<file path="config.mk">
export PLATFORM = sky130hd
export DESIGN_NAME = bnn_seq_cfu_flat
export DESIGN_NICKNAME = d
export VERILOG_FILES = /design/src/rtl/bnn_pkg.sv /design/src/rtl/cfu_pkg.sv /design/src/rtl/bnn_seq_cfu_if.sv /design/src/rtl/bnn_slice_pop.sv /design/src/rtl/bnn_seq_cfu.sv /design/src/flat_wrapper.sv
export SDC_FILE = /design/constraint.sdc
export NUM_CORES = 1
export LEC_CHECK = 0
export CAP_MARGIN = 0
export CORE_AREA = 8 8 120 150
export DETAILED_ROUTE_END_ITERATION = 8
export DIE_AREA = 0 0 128 158
export GPL_ROUTABILITY_DRIVEN = 0
export PLACE_DENSITY_LB_ADDON = 0.08
export SLEW_MARGIN = 20
export SYNTH_ARGS = -nofsm -noshare
export SYNTH_HDL_FRONTEND = slang
export SYNTH_SLANG_ARGS = --single-unit
</file>
<file path="constraint.sdc">
create_clock -name clk -period 5 [get_ports clk]
set_input_delay 1.5 -clock clk [delete_from_list [all_inputs] [get_ports clk]]
set_output_delay 1.5 -clock clk [all_outputs]
set_load 0.03 [all_outputs]
</file>
<file path="src/rtl/bnn_pkg.sv">
// bnn_pkg: function codes and controller states for the BNN dot-product CFU.
package bnn_pkg;

  typedef enum logic [2:0] {
    BNN_DOT = 3'd0,
    BNN_MAC = 3'd1,
    BNN_CLR = 3'd2,
    BNN_RD  = 3'd3
  } bnn_func_e;

  typedef enum logic [1:0] {
    IDLE = 2'd0,
    BUSY = 2'd1,
    RESP = 2'd2
  } bnn_state_e;

endpackage

</file>
<file path="src/rtl/cfu_pkg.sv">
// cfu_pkg: shared CFU-L2 definitions.
// Provides the response status width and codes, plus a helper that
// validates the CFU-L2 parameter set a unit was elaborated with.
package cfu_pkg;

  localparam int unsigned CFU_STATUS_W = 3;

  localparam logic [CFU_STATUS_W-1:0] CFU_OK       = 3'd0;
  localparam logic [CFU_STATUS_W-1:0] CFU_ERROR_OP = 3'd1;

  // Only version 0, a single CFU and 32/64-bit data are supported.
  function automatic bit check_cfu_l2_params(input int unsigned version,
                                             input int unsigned n_cfus,
                                             input int unsigned cfu_id_w,
                                             input int unsigned data_w);
    return (version == 0) && (n_cfus == 1) && (cfu_id_w <= 32) &&
           ((data_w == 32) || (data_w == 64));
  endfunction

endpackage

</file>
<file path="src/rtl/bnn_seq_cfu_if.sv">
// bnn_seq_cfu_if: CFU-L2 request/response bundle.
//   master : CPU side (drives req_*, resp_ready)
//   slave  : CFU side (drives req_ready, resp_*)
// A zero-width CFU id is carried as a single ignored bit.
interface bnn_seq_cfu_if #(
  parameter int unsigned CFU_ID_W  = 0,
  parameter int unsigned FUNC_ID_W = 3,
  parameter int unsigned DATA_W    = 32
);
  localparam int unsigned ID_W = (CFU_ID_W > 0) ? CFU_ID_W : 1;

  logic                              req_valid;
  logic                              req_ready;
  logic [ID_W-1:0]                   req_cfu;
  logic [FUNC_ID_W-1:0]              req_func;
  logic [DATA_W-1:0]                 req_data0;
  logic [DATA_W-1:0]                 req_data1;
  logic                              resp_valid;
  logic                              resp_ready;
  logic [cfu_pkg::CFU_STATUS_W-1:0]  resp_status;
  logic [DATA_W-1:0]                 resp_data;

  modport master (
    output req_valid, req_cfu, req_func, req_data0, req_data1, resp_ready,
    input  req_ready, resp_valid, resp_status, resp_data
  );

  modport slave (
    input  req_valid, req_cfu, req_func, req_data0, req_data1, resp_ready,
    output req_ready, resp_valid, resp_status, resp_data
  );

endinterface

</file>
<file path="src/rtl/bnn_slice_pop.sv">
// bnn_slice_pop: combinational popcount of one SLICE_W-bit slice.
//   i_bits  : slice to count
//   o_count : number of set bits, $clog2(SLICE_W+1) wide
module bnn_slice_pop #(
  parameter  int unsigned SLICE_W = 8,
  localparam int unsigned POP_W   = $clog2(SLICE_W + 1)
) (
  input  logic [SLICE_W-1:0] i_bits,
  output logic [POP_W-1:0]   o_count
);

  always_comb begin
    o_count = '0;
    for (int unsigned i = 0; i < SLICE_W; i++) begin
      o_count = o_count + POP_W'(i_bits[i]);
    end
  end

endmodule

</file>
<file path="src/rtl/bnn_seq_cfu.sv">
// bnn_seq_cfu: serialized BNN dot-product unit behind a CFU-L2 port.
// XNORs the two operands, then counts the result one SLICE_W slice per
// cycle through a single shared popcount. DOT returns the count, MAC adds
// it to a persistent accumulator, CLR returns and clears the accumulator,
// RD returns it. Other function ids answer CFU_ERROR_OP.
//   clk, rst : clock, synchronous active-high reset
//   clk_en   : when low, every register holds
//   bus      : CFU request/response handshake (slave side)
module bnn_seq_cfu
  import cfu_pkg::*;
  import bnn_pkg::*;
#(
  parameter int unsigned CFU_VERSION   = 0,
  parameter int unsigned CFU_N_CFUS    = 1,
  parameter int unsigned CFU_CFU_ID_W  = 0,
  parameter int unsigned CFU_FUNC_ID_W = 3,
  parameter int unsigned CFU_DATA_W    = 32,
  parameter int unsigned SLICE_W       = 8
) (
  input  logic         clk,
  input  logic         rst,
  input  logic         clk_en,
  bnn_seq_cfu_if.slave bus
);

  localparam int unsigned N_SLICE = CFU_DATA_W / SLICE_W;
  localparam int unsigned PSUM_W  = $clog2(CFU_DATA_W + 1);
  localparam int unsigned POP_W   = $clog2(SLICE_W + 1);
  localparam int unsigned K_W     = (N_SLICE > 1) ? $clog2(N_SLICE) : 1;

  if (!check_cfu_l2_params(CFU_VERSION, CFU_N_CFUS, CFU_CFU_ID_W, CFU_DATA_W)) begin : g_bad_cfu
    $error("bnn_seq_cfu: unsupported CFU-L2 parameters");
  end
  if ((CFU_FUNC_ID_W == 0) || (CFU_FUNC_ID_W > 32)) begin : g_bad_func_w
    $error("bnn_seq_cfu: CFU_FUNC_ID_W must be 1..32");
  end
  if ((SLICE_W == 0) || ((CFU_DATA_W % SLICE_W) != 0)) begin : g_bad_slice
    $error("bnn_seq_cfu: SLICE_W must divide CFU_DATA_W");
  end

  bnn_state_e                r_state;
  logic [CFU_DATA_W-1:0]     r_x;
  logic [K_W-1:0]            r_k;
  logic [PSUM_W-1:0]         r_psum;
  logic                      r_is_mac;
  logic [CFU_DATA_W-1:0]     r_acc;
  logic                      r_resp_valid;
  logic [CFU_DATA_W-1:0]     r_resp_data;
  logic [CFU_STATUS_W-1:0]   r_resp_status;

  logic [POP_W-1:0]          w_pop;
  logic [PSUM_W-1:0]         w_psum_next;
  logic [CFU_DATA_W-1:0]     w_psum_ext;
  logic [CFU_DATA_W-1:0]     w_mac_sum;
  logic                      w_last;
  logic [31:0]               w_func;
  logic                      w_is_dot;
  logic                      w_is_mac;
  logic                      w_is_clr;
  logic                      w_is_rd;
  logic                      w_unused_cfu;

  // r_x is shifted right each BUSY cycle so the popcount always sees bits [SLICE_W-1:0].
  bnn_slice_pop #(
    .SLICE_W (SLICE_W)
  ) u_slice_pop (
    .i_bits  (r_x[SLICE_W-1:0]),
    .o_count (w_pop)
  );

  assign w_psum_next  = r_psum + PSUM_W'(w_pop);
  assign w_psum_ext   = CFU_DATA_W'(w_psum_next);
  assign w_mac_sum    = r_acc + w_psum_ext;
  assign w_last       = (r_k == K_W'(N_SLICE - 1));

  assign w_func       = 32'(bus.req_func);
  assign w_is_dot     = (w_func == 32'(BNN_DOT));
  assign w_is_mac     = (w_func == 32'(BNN_MAC));
  assign w_is_clr     = (w_func == 32'(BNN_CLR));
  assign w_is_rd      = (w_func == 32'(BNN_RD));
  assign w_unused_cfu = ^bus.req_cfu;

  always_ff @(posedge clk) begin
    if (rst) begin
      r_state       <= IDLE;
      r_x           <= '0;
      r_k           <= '0;
      r_psum        <= '0;
      r_is_mac      <= 1'b0;
      r_acc         <= '0;
      r_resp_valid  <= 1'b0;
      r_resp_data   <= '0;
      r_resp_status <= CFU_OK;
    end else if (clk_en) begin
      unique case (r_state)
        IDLE: begin
          if (bus.req_valid) begin
            if (w_is_dot || w_is_mac) begin
              r_x      <= bus.req_data0 ~^ bus.req_data1;
              r_is_mac <= w_is_mac;
              r_psum   <= '0;
              r_k      <= '0;
              r_state  <= BUSY;
            end else begin
              r_resp_valid  <= 1'b1;
              r_state       <= RESP;
              r_resp_status <= CFU_OK;
              if (w_is_clr) begin
                r_resp_data <= r_acc;
                r_acc       <= '0;
              end else if (w_is_rd) begin
                r_resp_data <= r_acc;
              end else begin
                r_resp_data   <= '0;
                r_resp_status <= CFU_ERROR_OP;
              end
            end
          end
        end
        BUSY: begin
          r_psum <= w_psum_next;
          r_k    <= r_k + K_W'(1);
          r_x    <= r_x >> SLICE_W;
          if (w_last) begin
            r_state       <= RESP;
            r_resp_valid  <= 1'b1;
            r_resp_status <= CFU_OK;
            if (r_is_mac) begin
              r_acc       <= w_mac_sum;
              r_resp_data <= w_mac_sum;
            end else begin
              r_resp_data <= w_psum_ext;
            end
          end
        end
        RESP: begin
          if (bus.resp_ready) begin
            r_resp_valid <= 1'b0;
            r_state      <= IDLE;
          end
        end
        default: r_state <= IDLE;
      endcase
    end
  end

  assign bus.req_ready   = (r_state == IDLE);
  assign bus.resp_valid  = r_resp_valid;
  assign bus.resp_data   = r_resp_data;
  assign bus.resp_status = r_resp_status;

endmodule

</file>
<file path="src/flat_wrapper.sv">
// flat-port wrapper written by rule: the top's interface ports become plain ports
module bnn_seq_cfu_flat import cfu_pkg::*; import bnn_pkg::*;
#(
  parameter int unsigned CFU_VERSION   = 0,
  parameter int unsigned CFU_N_CFUS    = 1,
  parameter int unsigned CFU_CFU_ID_W  = 0,
  parameter int unsigned CFU_FUNC_ID_W = 3,
  parameter int unsigned CFU_DATA_W    = 32,
  parameter int unsigned SLICE_W       = 8
)
  (clk, rst, clk_en, bus_req_valid, bus_req_cfu, bus_req_func, bus_req_data0, bus_req_data1, bus_resp_ready, bus_req_ready, bus_resp_valid, bus_resp_status, bus_resp_data);
  bnn_seq_cfu_if #(.CFU_ID_W(0), .FUNC_ID_W(3), .DATA_W((32))) bus_i ();
  input  logic clk;
  input  logic rst;
  input  logic clk_en;
  input wire logic [$bits(bus_i.req_valid)-1:0] bus_req_valid;
  input wire logic [$bits(bus_i.req_cfu)-1:0] bus_req_cfu;
  input wire logic [$bits(bus_i.req_func)-1:0] bus_req_func;
  input wire logic [$bits(bus_i.req_data0)-1:0] bus_req_data0;
  input wire logic [$bits(bus_i.req_data1)-1:0] bus_req_data1;
  input wire logic [$bits(bus_i.resp_ready)-1:0] bus_resp_ready;
  output wire logic [$bits(bus_i.req_ready)-1:0] bus_req_ready;
  output wire logic [$bits(bus_i.resp_valid)-1:0] bus_resp_valid;
  output wire logic [$bits(bus_i.resp_status)-1:0] bus_resp_status;
  output wire logic [$bits(bus_i.resp_data)-1:0] bus_resp_data;
  assign bus_i.req_valid = bus_req_valid;
  assign bus_i.req_cfu = bus_req_cfu;
  assign bus_i.req_func = bus_req_func;
  assign bus_i.req_data0 = bus_req_data0;
  assign bus_i.req_data1 = bus_req_data1;
  assign bus_i.resp_ready = bus_resp_ready;
  assign bus_req_ready = bus_i.req_ready;
  assign bus_resp_valid = bus_i.resp_valid;
  assign bus_resp_status = bus_i.resp_status;
  assign bus_resp_data = bus_i.resp_data;
  bnn_seq_cfu #(.CFU_VERSION(CFU_VERSION), .CFU_N_CFUS(CFU_N_CFUS), .CFU_CFU_ID_W(CFU_CFU_ID_W), .CFU_FUNC_ID_W(CFU_FUNC_ID_W), .CFU_DATA_W(CFU_DATA_W), .SLICE_W(SLICE_W)) u_core (.clk(clk), .rst(rst), .clk_en(clk_en), .bus(bus_i));
endmodule
</file>
==> results.sh <==
export IMPL_dieArea_mm2=0.0202
export IMPL_finalNetCount=969
export IMPL_cpMaxStageDelayCell="fa_1"
export IMPL_grt_use_met3_pct=4.04
export IMPL_max_clock_path_buffers=2
export IMPL_cp_end_kind="flip-flop"
export IMPL_slew_violations=0
export IMPL_die_y_um=158
export IMPL_synth_edf_count=0
export IMPL_worst_slack_ns=-0.00516
export IMPL_final_common_cell="nor2_1"
export IMPL_finalCritPeriodShare_pct=100
export IMPL_worstMarginPinSlew_ns=1.12
export IMPL_holdWs_ns=0.453
export IMPL_peakVddDrop_mv=0.149
export IMPL_hold_class="flip-flop to flip-flop"
export IMPL_cts_tree="built"
export IMPL_synthFlopType="dfxtp_1"
export IMPL_violations="negative setup slack"
export IMPL_finalPower_mw=2.07
export IMPL_synth_seq_cells=109
export IMPL_rsz0062_at_grt="yes"
export IMPL_synthCells=771
export IMPL_wirelength_um=19500
export IMPL_vias=6154
export IMPL_fillers=1535
export IMPL_io_pins=110
export IMPL_r2r_start="u_core.r_x[2]"
export IMPL_drive_gt1_share_pct=15.7
export IMPL_pre_cts_ws_ns=-0.119
export IMPL_yosysWarningCount=0
export IMPL_skew_ns=0.00695
export IMPL_grt_pass1_wl_um=30900
export IMPL_finalCriticalPeriod_ns=5.01
export IMPL_fmax_mhz=200
export IMPL_tns_ns=-0.00952
export IMPL_grt_util_met2_pct=33.7
export IMPL_diodes=0
export IMPL_crit_chain="fa_1, inv_2, fa_1, fa_1, fa_2, fa_2, inv_2, a21o_1, a21oi_2, xnor2_2, ha_4, buf_6, o211ai_1, a21oi_2, buf_6, nand2_4, or4_4, a311oi_2"
export IMPL_antenna_found_initial=0
export IMPL_whs_path_depth=2
export IMPL_core_mm2=0.0157
export IMPL_startpoint_type="flip-flop"
export IMPL_slew_headroom_pct=25.4
export IMPL_cts_root_buffer="clkbuf_16"
export IMPL_grt_max_degree=69
export IMPL_track_usage_pct=19.1
export IMPL_hpwl_um=13600
export IMPL_firstDrtPassIters=6
export IMPL_synth_cell_type_count=61
export IMPL_yosysSeqAreaShare_pct=35.6
export IMPL_mostFrequentLayoutCells="nor2_1 (108), dfxtp_1 (107), clkdlybuf4s50_1 (105)"
export IMPL_syn_to_final_growth_pct=37.0
export IMPL_grt_pass1_vias=6052
export IMPL_worstPathArrival_ns=5.28
export IMPL_fp_row_count=52
export IMPL_initialDrtViolationCount=379
export IMPL_p_leak_nw=2.96
export IMPL_powerDensity_mw_per_mm2=247
export IMPL_antenna_left=0
export IMPL_route_detailed_vias_per_inst=5.61
export IMPL_initial_utilization_pct=38.9
export IMPL_clk_latency_ns=0.36
export IMPL_hold_violations=0
export IMPL_syn_avg_cell_area_um2=7.95
export IMPL_cts_buffers=9
export IMPL_overflow=0
export IMPL_clk_pin_slew_ns=0.07
export IMPL_drcViolationCount=0
export IMPL_cp_common_cell="fa_1"
export IMPL_critPathMaxFanout=4
export IMPL_outcome="finished, violations left"
export IMPL_min_from="u_core.r_x[24]"
export IMPL_synth_async_reset_ratio_pct=0
export IMPL_die_w_um=128
export IMPL_fin_util_pct=53.3
export IMPL_wire_per_inst_um=17.7
export IMPL_crit_start="u_core.r_x[2]"
export IMPL_clock_sinks=109
export IMPL_ff2ff_path_depth=18
export IMPL_htreeDepth=3
export IMPL_cap_violations=0
export IMPL_io_buffers=106
export IMPL_setup_worst_path_class="flip-flop to flip-flop"
export IMPL_busiest_layer="met2"
export IMPL_setup_viol=2
export IMPL_grt_util_met1_pct=21.8
export IMPL_cts_hold_buf=0
export IMPL_slowest_delay_ns=0.56
export IMPL_required_ns=5.28
export IMPL_syn_area_mm2=0.00613
repair_timing:
action | 4_1_cts | 5_1_grt
resized for setup | 5 | 103
pin swaps | 4 | 67
setup buffers | 2 | 13
gates cloned | 0 | 1
endpoints found under the setup margin | 23 | 41
kinds of logic (layout without fill, tap and decap cells):
| kind of cell | Yosys count | count (layout) | share of synthesized area [%] |
|---|---|---|---|
| simple gates | 278 | 278 | 21.6 |
| compound gates | 234 | 234 | 26.0 |
| flops | 109 | 109 | 35.6 |
| buf+inv | 82 | 191 | 5.23 |
| xor+xnor | 44 | 44 | 6.29 |
| fa+ha+maj | 19 | 19 | 4.61 |
| mux | 4 | 4 | 0.674 |
| other cells | 1 | 2 | 0.0612 |
final cells by class:
| cell class | instances | area (µm²) | area share, % |
|---|---|---|---|
| multi-input cells | 581 | 4050 | 48.3 |
| repair buffers | 157 | 1500 | 17.9 |
| inverters | 19 | 71.3 | 0.849 |
| clock inverters | 5 | 75.1 | 0.894 |
| well taps | 216 | 270 | 3.22 |
| flip-flops and latches | 109 | 2180 | 26.0 |
| clock buffers | 10 | 239 | 2.85 |
stage by stage:
stage | cells | instance area, µm²
3_5_place_dp | 1067 | 7510
5_1_grt | 1097 | 8400
3_3_place_gp | 1067 | 7510
4_1_cts | 1084 | 7860
6_report | 1097 | 8400
2_1_floorplan | 772 | 6140
cell usage after synthesis, drive strengths merged (6+ instances only):
| cell type | count | area, µm² |
|---|---|---|
| clkbuf | 49 | 184 |
| nor2 | 111 | 419 |
| nand3 | 27 | 145 |
| a311oi | 18 | 158 |
| a211oi | 42 | 315 |
| or3 | 8 | 50.1 |
| nor3 | 35 | 180 |
| o31ai | 10 | 75.1 |
| a221oi | 10 | 87.6 |
| dfxtp | 109 | 2180 |
| a32oi | 6 | 52.6 |
| o311ai | 9 | 78.8 |
| buf | 14 | 65.1 |
| xnor2 | 16 | 140 |
| a31oi | 18 | 113 |
| fa | 6 | 120 |
| o21ai | 40 | 200 |
| a21oi | 48 | 240 |
| ha | 13 | 163 |
| or4 | 7 | 56.3 |
| inv | 19 | 71.3 |
| and3 | 7 | 43.8 |
| xor2 | 28 | 245 |
| nand2 | 52 | 195 |
critical path: cells and delay by family (launching register included):
kind            cells  cell delay, ns
fa+ha+maj           6            2.69
compound gates      5            0.79
simple gates        2            0.59
flops               1            0.34
buf+inv             4            0.34
xor+xnor            1            0.17
worst paths after layout:
check / slack [ns] / endpoint
hold reg to reg: 0.45 / u_core.r_x[24]
setup / recovery: -0.005 / u_core.bus.resp_data[22]
setup reg to reg: -0.005 / u_core.bus.resp_data[22]
hold / removal: 0.45 / u_core.r_x[24]
report_power, final:
group	internal (mW)	total, mW	switching (mW)
logic	0.166	0.370	0.204
clock network	0.448	0.779	0.331
registers	0.903	0.926	0.0231
total	1.52	2.07	0.558
registers in the layout, indices dropped and copies added, names as in the netlist:
signal,cells
u_core.bus.resp_data,32
u_core.r_acc,32
u_core.r_x,32
u_core.r_psum,6
u_core.r_k,2
u_core.r_state,2
u_core.bus.resp_status,1
u_core.bus.resp_valid,1
u_core.r_is_mac,1
metal layers:
layer,wire (µm),share of wire (%),vias up
met2,9890,51,192
met4,455,2.3,0
li1,-,-,3022
met5,0,0,-
met3,1050,5.4,25
met1,8070,41,2915
Power figures use the tool's default switching activity.
==> RTL edit: new RTL, config.mk and constraints unchanged <==
`FUNC_ID_W` is set to 3 in 2 places; all go to 6.
--- a/src/rtl/bnn_seq_cfu_if.sv
+++ b/src/rtl/bnn_seq_cfu_if.sv
@@ -4,7 +4,7 @@
 // A zero-width CFU id is carried as a single ignored bit.
 interface bnn_seq_cfu_if #(
   parameter int unsigned CFU_ID_W  = 0,
-  parameter int unsigned FUNC_ID_W = 3,
+  parameter int unsigned FUNC_ID_W = 6,
   parameter int unsigned DATA_W    = 32
 );
   localparam int unsigned ID_W = (CFU_ID_W > 0) ? CFU_ID_W : 1;
--- a/src/flat_wrapper.sv
+++ b/src/flat_wrapper.sv
@@ -9,7 +9,7 @@
   parameter int unsigned SLICE_W       = 8
 )
   (clk, rst, clk_en, bus_req_valid, bus_req_cfu, bus_req_func, bus_req_data0, bus_req_data1, bus_resp_ready, bus_req_ready, bus_resp_valid, bus_resp_status, bus_resp_data);
-  bnn_seq_cfu_if #(.CFU_ID_W(0), .FUNC_ID_W(3), .DATA_W((32))) bus_i ();
+  bnn_seq_cfu_if #(.CFU_ID_W(0), .FUNC_ID_W(6), .DATA_W((32))) bus_i ();
   input  logic clk;
   input  logic rst;
   input  logic clk_en;
Ports: changed (resized bus_req_func); port bits go from 110 to 113. The function was not compared with the original's and may differ.
==> RTL edit against the unedited design <==
Area after synthesis is 10% higher. Non-clock buffer count is 3 lower. Wire length is 12% higher. Highest routed layer unchanged. Fmax is 3.3% higher. Critical endpoint is now u_core.bus.resp_data[20]. Sequential cell count stayed put. Power is 4.3% lower. Largest cell class unchanged. Worst setup slack better by 160 ps. Cell area is 2.5% higher.
==> RTL edit: results (changes against the unedited design) <==
[metrics] setup slack on the worst flop-to-flop path: 150 ps (was -5 ps)
[metrics] worst setup path start: u_core.r_psum[0] (was u_core.r_x[2])
[metrics] proportion of layout cells with a drive suffix above 1: 11.2% (was 15.7%)
[metrics] list of most frequent post-synthesis cells: sky130_fd_sc_hd__dfxtp_1, sky130_fd_sc_hd__nor2_1, sky130_fd_sc_hd__nand2_1 (was sky130_fd_sc_hd__nor2_1, sky130_fd_sc_hd__dfxtp_1, sky130_fd_sc_hd__nand2_1)
[metrics] critical-path maximum fanout: 9 (was 4)
[metrics] Final Hold Slack: 460 ps (was 453 ps)
[metrics] Tot Pwr: 1.99 mW (was 2.07 mW)
[metrics] post-synthesis area per instance: 7.90 um^2 (was 7.95 um^2)
[metrics] nets: 1,043 (was 969)
[metrics] total standard cell area after synthesis: 6770 um^2 (was 6130 um^2)
[metrics] highest ir drop seen on vdd: 0.202 mV (was 0.149 mV)
[metrics] pin count of the biggest net entering global routing: 60 (was 69)
[metrics] R2R cell count: 16 (was 18)
[metrics] instance area after placement: 8120 um^2 (was 7510 um^2)
[metrics] average wire length per cell after detail routing: 18.6 um (was 17.7 um)
[metrics] count of placed standard cells in the final layout, fillers left out: 1,169 (was 1,097)
[metrics] total of fill cells in the finished design: 1,520 (was 1,535)
[metrics] detail-routed via count per cell: 5.98 (was 5.61)
[metrics] count of unique library cells instantiated by Yosys: 80 (was 61)
[metrics] pre-CTS worst setup slack: -39.0 ps (was -119 ps)
[metrics] worst clock skew on the final layout: 7.93 ps (was 6.95 ps)
[metrics] total global routing track utilization: 21.3% (was 19.1%)
[metrics] result of the run: finished, final reports clean (was finished with violations)
[metrics] number of multi-input combinational cells: 650 (was 581)
[metrics] dpl hpwl: 15,300 um (was 13,600 um)
[metrics] layout buffer count excluding clock buffers: 154 (was 157)
[metrics] Data buffer area share: 16.5% (was 17.9%)
[metrics] Leak Pwr: 3.01 nW (was 2.96 nW)
[metrics] footprint of the multi-input gates: 4320 um^2 (was 4050 um^2)
[metrics] Inst Count DP: 1,147 (was 1,067)
[metrics] crit path capture: u_core.bus.resp_data[20] (was u_core.bus.resp_data[22])
[metrics] portion of total power attributed to the clock network: 39.8% (was 37.6%)
[metrics] Seq/total area: 25.4% (was 26.0%)
[metrics] sequential-to-total area share from yosys stat: 32.2% (was 35.6%)
[metrics] cell area power density: 231 nW/um^2 (was 247 nW/um^2)
-- RTL edit: logic make-up (layout without fill, tap and decap cells) --
family	count (synthesis)	after routing	synth area share (%)
simple gates	328	328	25.0
other cells	1	2	0.0554
fa+ha+maj	19	19	4.18
compound gates	244	245	24.8
buf+inv	100	194	6.08
mux	19	19	2.83
flops	109	109	32.2
xor+xnor	37	37	4.79
-- RTL edit: routing by layer --
metal  track usage, %  routed length [um]  up-vias
met1             22.5                8420     3303
met2             39.4               11200      297
met5                0                   0        -
li1                 -                   -     3330
met4             11.1                 857        0
met3             3.94                1260       66
-- RTL edit: power groups by stage --
stage	Combinational (mW)	Sequential [mW]	Clock, mW
after floorplan	0.131	0.951	0
after global placement	0.282	0.929	0
final	0.286	0.909	0.790
after CTS	0.286	0.909	0.802
after global routing	0.311	0.913	0.837
after detailed placement	0.285	0.930	0
-- RTL edit: worst max-delay path, stage by stage (launching register included) --
cell	delay (ps)
sky130_fd_sc_hd__dfxtp_1	330
sky130_fd_sc_hd__fa_1	540
sky130_fd_sc_hd__inv_1	50
sky130_fd_sc_hd__fa_1	490
sky130_fd_sc_hd__fa_1	430
sky130_fd_sc_hd__fa_2	380
sky130_fd_sc_hd__nor2b_1	200
sky130_fd_sc_hd__o2111ai_1	120
sky130_fd_sc_hd__and3_1	200
sky130_fd_sc_hd__xnor2_1	180
sky130_fd_sc_hd__ha_2	460
sky130_fd_sc_hd__nand2_2	120
sky130_fd_sc_hd__a211oi_2	260
sky130_fd_sc_hd__buf_4	220
sky130_fd_sc_hd__o21ai_0	110
sky130_fd_sc_hd__or4_1	490
sky130_fd_sc_hd__a31oi_1	170
-- RTL edit: repair_timing --
action,4_1_cts,5_1_grt
buffers inserted,2,4
cloned,0,1
pin swaps,0,6
setup endpoints to repair,7,39
gates resized for setup,3,28
